===== src/rtl/seven_seg_display_ctrl.sv =====
// Scan controller for a 4-digit multiplexed seven-segment display with
// double-buffered load, frame-aligned commit, digit masking, LZB and blink.
module seven_seg_display_ctrl #(
    parameter int unsigned DWELL_CYCLES = 4,
    parameter int unsigned BLINK_FRAMES = 16
) (
    input  logic        div_clock,
    input  logic        reset,
    input  logic        load_valid,
    output logic        load_ready,
    input  logic [15:0] load_value,
    input  logic [3:0]  load_mask,
    input  logic [3:0]  load_dp,
    input  logic        load_lzb,
    input  logic        blink_en,
    output logic [3:0]  anode,
    output logic [6:0]  seg,
    output logic        dp,
    output logic        frame_done
);

    localparam int unsigned DW = (DWELL_CYCLES > 1) ? $clog2(DWELL_CYCLES) : 1;
    localparam int unsigned BW = $clog2(2 * BLINK_FRAMES);
    localparam logic [DW-1:0] DWELL_LAST = DW'(DWELL_CYCLES - 1);

    typedef enum logic {
        GAP,
        ACTIVE
    } state_t;

    state_t        state, nxt_state;
    logic [1:0]    idx, nxt_idx;
    logic [DW-1:0] dwell, nxt_dwell;
    logic [BW-1:0] blink_cnt;

    logic [15:0] act_value, shd_value;
    logic [3:0]  act_mask, shd_mask;
    logic [3:0]  act_dp, shd_dp;
    logic        act_lzb, shd_lzb;
    logic        pending, nxt_pending;

    logic       last_dwell, frame_end, xfer, blink_dark, lit_next;
    logic [3:0] blank;
    logic [3:0] nib;

    function automatic logic [6:0] hex_to_seg(input logic [3:0] h);
        logic [6:0] s;
        case (h)
            4'h0: s = 7'h40;
            4'h1: s = 7'h79;
            4'h2: s = 7'h24;
            4'h3: s = 7'h30;
            4'h4: s = 7'h19;
            4'h5: s = 7'h12;
            4'h6: s = 7'h02;
            4'h7: s = 7'h78;
            4'h8: s = 7'h00;
            4'h9: s = 7'h10;
            4'hA: s = 7'h08;
            4'hB: s = 7'h03;
            4'hC: s = 7'h46;
            4'hD: s = 7'h21;
            4'hE: s = 7'h06;
            default: s = 7'h0E;
        endcase
        return s;
    endfunction

    always_comb begin
        last_dwell  = (dwell == DWELL_LAST);
        frame_end   = (state == ACTIVE) && last_dwell && (idx == 2'd3);
        xfer        = load_valid && load_ready;
        nxt_state   = state;
        nxt_idx     = idx;
        nxt_dwell   = dwell;
        if (state == GAP) begin
            nxt_state = ACTIVE;
            nxt_dwell = '0;
        end else if (last_dwell) begin
            nxt_state = GAP;
            nxt_idx   = idx + 2'd1;
            nxt_dwell = '0;
        end else begin
            nxt_dwell = dwell + 1'b1;
        end

        // Commit frees the shadow; a same-cycle transfer refills it for the next frame.
        if (frame_end && pending)
            nxt_pending = 1'b0;
        else if (xfer)
            nxt_pending = 1'b1;
        else
            nxt_pending = pending;

        blank[3] = act_lzb && (act_value[15:12] == 4'h0);
        blank[2] = blank[3] && (act_value[11:8] == 4'h0);
        blank[1] = blank[2] && (act_value[7:4] == 4'h0);
        blank[0] = 1'b0;

        // Counter wraps at 2*BLINK_FRAMES (a power of two), so the MSB marks the dark half.
        blink_dark = blink_en && blink_cnt[BW-1];
        nib        = act_value[{nxt_idx, 2'b00} +: 4];
        lit_next   = (nxt_state == ACTIVE) && act_mask[nxt_idx] && !blank[nxt_idx] && !blink_dark;
    end

    // Outputs are loaded from the next scan position so they align with the state registers.
    always_ff @(posedge div_clock) begin
        if (reset) begin
            state      <= GAP;
            idx        <= '0;
            dwell      <= '0;
            blink_cnt  <= '0;
            act_value  <= '0;
            act_mask   <= '0;
            act_dp     <= '0;
            act_lzb    <= 1'b0;
            shd_value  <= '0;
            shd_mask   <= '0;
            shd_dp     <= '0;
            shd_lzb    <= 1'b0;
            pending    <= 1'b0;
            load_ready <= 1'b1;
            frame_done <= 1'b0;
            anode      <= '1;
            seg        <= '1;
            dp         <= 1'b1;
        end else begin
            state <= nxt_state;
            idx   <= nxt_idx;
            dwell <= nxt_dwell;
            if (xfer) begin
                shd_value <= load_value;
                shd_mask  <= load_mask;
                shd_dp    <= load_dp;
                shd_lzb   <= load_lzb;
            end
            if (frame_end) begin
                blink_cnt <= blink_cnt + 1'b1;
                if (pending) begin
                    act_value <= shd_value;
                    act_mask  <= shd_mask;
                    act_dp    <= shd_dp;
                    act_lzb   <= shd_lzb;
                end
            end
            pending    <= nxt_pending;
            load_ready <= !nxt_pending;
            frame_done <= frame_end;
            anode      <= lit_next ? ~(4'b0001 << nxt_idx) : '1;
            seg        <= lit_next ? hex_to_seg(nib) : '1;
            dp         <= lit_next ? ~act_dp[nxt_idx] : 1'b1;
        end
    end

endmodule


===== config.mk =====
export PLATFORM = sky130hd
export DESIGN_NAME = seven_seg_display_ctrl
export DESIGN_NICKNAME = d
export VERILOG_FILES = /design/src/rtl/seven_seg_display_ctrl.sv
export SDC_FILE = /design/constraint.sdc
export NUM_CORES = 1
export LEC_CHECK = 0
export CORE_MARGIN = 5
export CORE_UTILIZATION = 58
export CTS_BUF_LIST = sky130_fd_sc_hd__clkbuf_16
export DETAILED_ROUTE_END_ITERATION = 10
export HOLD_SLACK_MARGIN = 0.12
export PLACE_DENSITY = 0.89
export RECOVER_POWER = 50
export SYNTH_ARGS = -nofsm -noshare
export SYNTH_HDL_FRONTEND = slang
export SYNTH_SLANG_ARGS = --single-unit

===== constraint.sdc =====
create_clock -name div_clock -period 6.4 [get_ports div_clock]
set_input_delay 1.28 -clock div_clock [delete_from_list [all_inputs] [get_ports div_clock]]
set_output_delay 1.28 -clock div_clock [all_outputs]
set_load 0.02 [all_outputs]

==> impl_metrics.tcl <==
set metrics [dict create \
    run_status "finished, violations left" \
    failed_checks "max-capacitance violations, max-slew violations" \
    rsz0062_at_grt "false" \
    route.detailed.wl_per_inst_um 13.3 \
    cp_slowest_stage_delay_ps 1740 \
    cp_data_required_time_ps 6610 \
    post-dp-hpwl_um 4230 \
    power.ir.vdd_worst_mv 0.272 \
    die_x_um 84.4 \
    ys_ff_latch 75 \
    first_global_vias 2414 \
    drtIter0Drc 229 \
    critical_path_class "input pin to flip-flop" \
    worstMarginPinSlew_ps 2500 \
    synthToLayoutAreaGrowth_pct 21.1 \
    finalCritPeriodShare_pct 55.3 \
    synthTopCellsByArea "sky130_fd_sc_hd__dfxtp_1 47%, sky130_fd_sc_hd__nand2_1 14%, sky130_fd_sc_hd__a21oi_1 8.6%" \
    cts.reportedPaths.clkPinSlew_ps 60 \
    dieHeight_um 84.4 \
    synth.yosys.warnings 0 \
    finalCriticalPeriod_ps 3540 \
    hold_viol 0 \
    maximum_number_of_pins_on_one_net_before_global_route_repair 63 \
    cts_max_level 3 \
    drt-vias-per-instance 5.48 \
    slew-limit-headroom_pct -66.5 \
    synth.yosys.seq_area_share_pct 46.8 \
    drive_above_1_share_pct 6.55 \
    timing.hold.worst.class "flip-flop to flip-flop" \
    timing.critical_path.cells "clkbuf_1 -> nor2_1 -> and4_1 -> o41ai_1" \
    seq_area_sq_mm 0.00150 \
    arrival_time_reported_for_the_critical_path_endpoint_ps 3750 \
    post-synth-top-area-cell "sky130_fd_sc_hd__dfxtp_1" \
    crit_buf_inv 1 \
    synth_cell_type_count 47 \
    critical_path.top_delay_family "buffers and inverters" \
    num_rows 27 \
    cts_post_setup_buffers_inserted 0 \
    insertedDiodeCount 0 \
    grt_overflow 0 \
    tritoncts_clock_tree "built" \
    finalSetupTns_ps 0 \
    layout.nets 445 \
    groute.usage.overall_pct 18.6 \
    route.antenna.remaining_nets 0 \
    globalplace.congestion 0.815 \
    synth_ff_type "sky130_fd_sc_hd__dfxtp_1" \
    port-buffer-count 42 \
    dr_vias 2651 \
    max_cap_violations 1 \
    holdWs_ps 435 \
    numCtsBuffers 9 \
    syn_nets 416 \
    antenna_found_initial 0 \
    post_synth.cell_area_avg_sq_um 8.48 \
    postRouteWirelength_um 6420 \
    cellPowerDensity_mw_per_mm2 266 \
    fmaxAchievable_mhz 282 \
    ioPinCount 43 \
    design.core.area_sq_mm 0.00544 \
    final_core_util_pct 71.4 \
    area_taken_by_multi_input_logic_gates_sq_mm 0.00155 \
    final_max_slew_viol_count 63 \
    worstPathMaxFanout 62 \
    worstSetupEndpointType "flip-flop" \
    cts_root_buffer "sky130_fd_sc_hd__clkbuf_16" \
    cts_num_sinks 75 \
    drtPass1Iterations 4 \
    synthesis.area_sq_mm 0.00321 \
    max-clock-path-buffers 2 \
    floorplan.die_area_sq_mm 0.00712 \
    synth_enable_flop_cells 0 \
    postSynth.asyncResetShare_pct 0 \
    leakage_nw 1.42 \
    drt_drc_violations_left 0 \
    setup_violations 0 \
    fin_worst_skew_ps 6.05 \
    fraction_of_post_synthesis_cell_area_in_the_top_cell_type_by_area_pct 46.8 \
    netlist_instances 378 \
    ctsResizeCount 0 \
    worst_setup_path_start_kind "input pin" \
    initial_utilization_pct 59.0 \
    ctsHoldBuffers 0 \
    worstSkewPairLatency_ps 330 \
    slowest_stage "sky130_fd_sc_hd__clkbuf_1" \
    fill_cells 394 \
    grt_pass1_wl_um 10700 \
]
path summary, 6_finish.rpt:
kind / depth (start not counted) / slack (ps) / start / to
setup / recovery: 4 / 2860 / reset / seg[0]$_SDFF_PP1_
setup reg to reg: 10 / 3320 / idx[0]$_SDFF_PP0_ / seg[0]$_SDFF_PP1_
hold reg to reg: 1 / 440 / dwell[0]$_SDFF_PP0_ / dwell[0]$_SDFF_PP0_
hold / removal: 1 / 440 / dwell[0]$_SDFF_PP0_ / dwell[0]$_SDFF_PP0_
cells in the final DEF (no fill, tap or decap), drive strengths merged, types with 2 or more instances in the layout:
master	synthesis	final
a21oi	56	56
a22oi	3	3
a31oi	2	2
and2	3	3
and3	3	3
clkbuf	18	10
clkdlybuf4s50	0	41
clkinv	0	4
dfxtp	75	75
ha	9	9
inv	8	9
mux2	4	4
mux2i	7	7
mux4	3	3
nand2	117	117
nand2b	5	5
nand3	2	2
nand4	2	2
nor2	11	11
nor2b	5	5
nor3	2	2
nor3b	3	3
nor4	3	3
o211ai	3	3
o21ai	2	2
o221ai	3	3
o22ai	4	4
o41ai	2	2
xnor2	5	5
xor2	3	3
cell families (layout without fill, tap and decap cells):
logic type / after synthesis / in the layout / share of synthesized area [%]
DFF: 75 / 75 / 46.8
muxes: 14 / 14 / 5.93
adders and majority gates: 9 / 9 / 3.51
buffers and inverters: 32 / 66 / 4.72
AOI/OAI and AO/OA: 79 / 79 / 14.4
and+or+nand+nor: 161 / 161 / 21.8
xor gates and xnor gates: 8 / 8 / 2.77
flip-flops by register name (all words and copies together) (netlist names):
register,cells
act_dp,4
act_lzb,1
act_mask,4
act_value,16
anode,4
blink_cnt,5
dp,1
dwell,2
frame_done,1
idx,2
load_ready,1
pending,1
seg,7
shd_dp,4
shd_lzb,1
shd_mask,4
shd_value,16
state,1
layout make-up:
cell class | count | share of cell area [%]
clock buffers | 9 | 5.80
clock inverters | 7 | 1.74
inverters | 8 | 0.773
multi-input cells | 271 | 40.0
flip-flops and latches | 75 | 38.7
well taps | 72 | 2.32
repair buffers | 42 | 10.7
synthesized netlist by cell type, drive strengths merged, types with 2 or more instances:
cell type    n
nor3         2
inv          8
o41ai        2
nand2      117
nor4         3
and3         3
buf          6
a22oi        3
xnor2        5
a21oi       56
dfxtp       75
nand4        2
o221ai       3
nor3b        3
nand2b       5
a31oi        2
o21ai        2
mux4         3
ha           9
clkbuf      18
nor2b        5
and2         3
nor2        11
nand3        2
o211ai       3
o22ai        4
xor2         3
mux2         4
mux2i        7
power breakdown:
group	switching, mW	total [mW]	leakage, nW	internal, mW
Clock	0.191	0.491	0.141	0.300
Combinational	0.0264	0.0526	0.671	0.0262
Sequential	0.00729	0.487	0.610	0.480
stage by stage:
step | setup slack (ps) | cell area [sq um] | instances | power [mW]
2_1_floorplan | 3990 | 3210 | 378 | 0.525
3_5_place_dp | 3390 | 3590 | 468 | 0.549
3_3_place_gp | 3460 | 3590 | 468 | 0.547
4_1_cts | 3310 | 3880 | 484 | 1.04
5_1_grt | 2560 | 3880 | 484 | 1.06
6_report | 2860 | 3880 | 484 | 1.03
routing by layer:
metal	GRT usage, %	share of wire [%]	wire [um]
met5	0	0	0
met2	30.8	49	3160
met1	22.7	43	2770
met3	5.10	6.0	388
met4	8.35	1.6	104
Note: power is estimated with default switching activity, not from simulation.
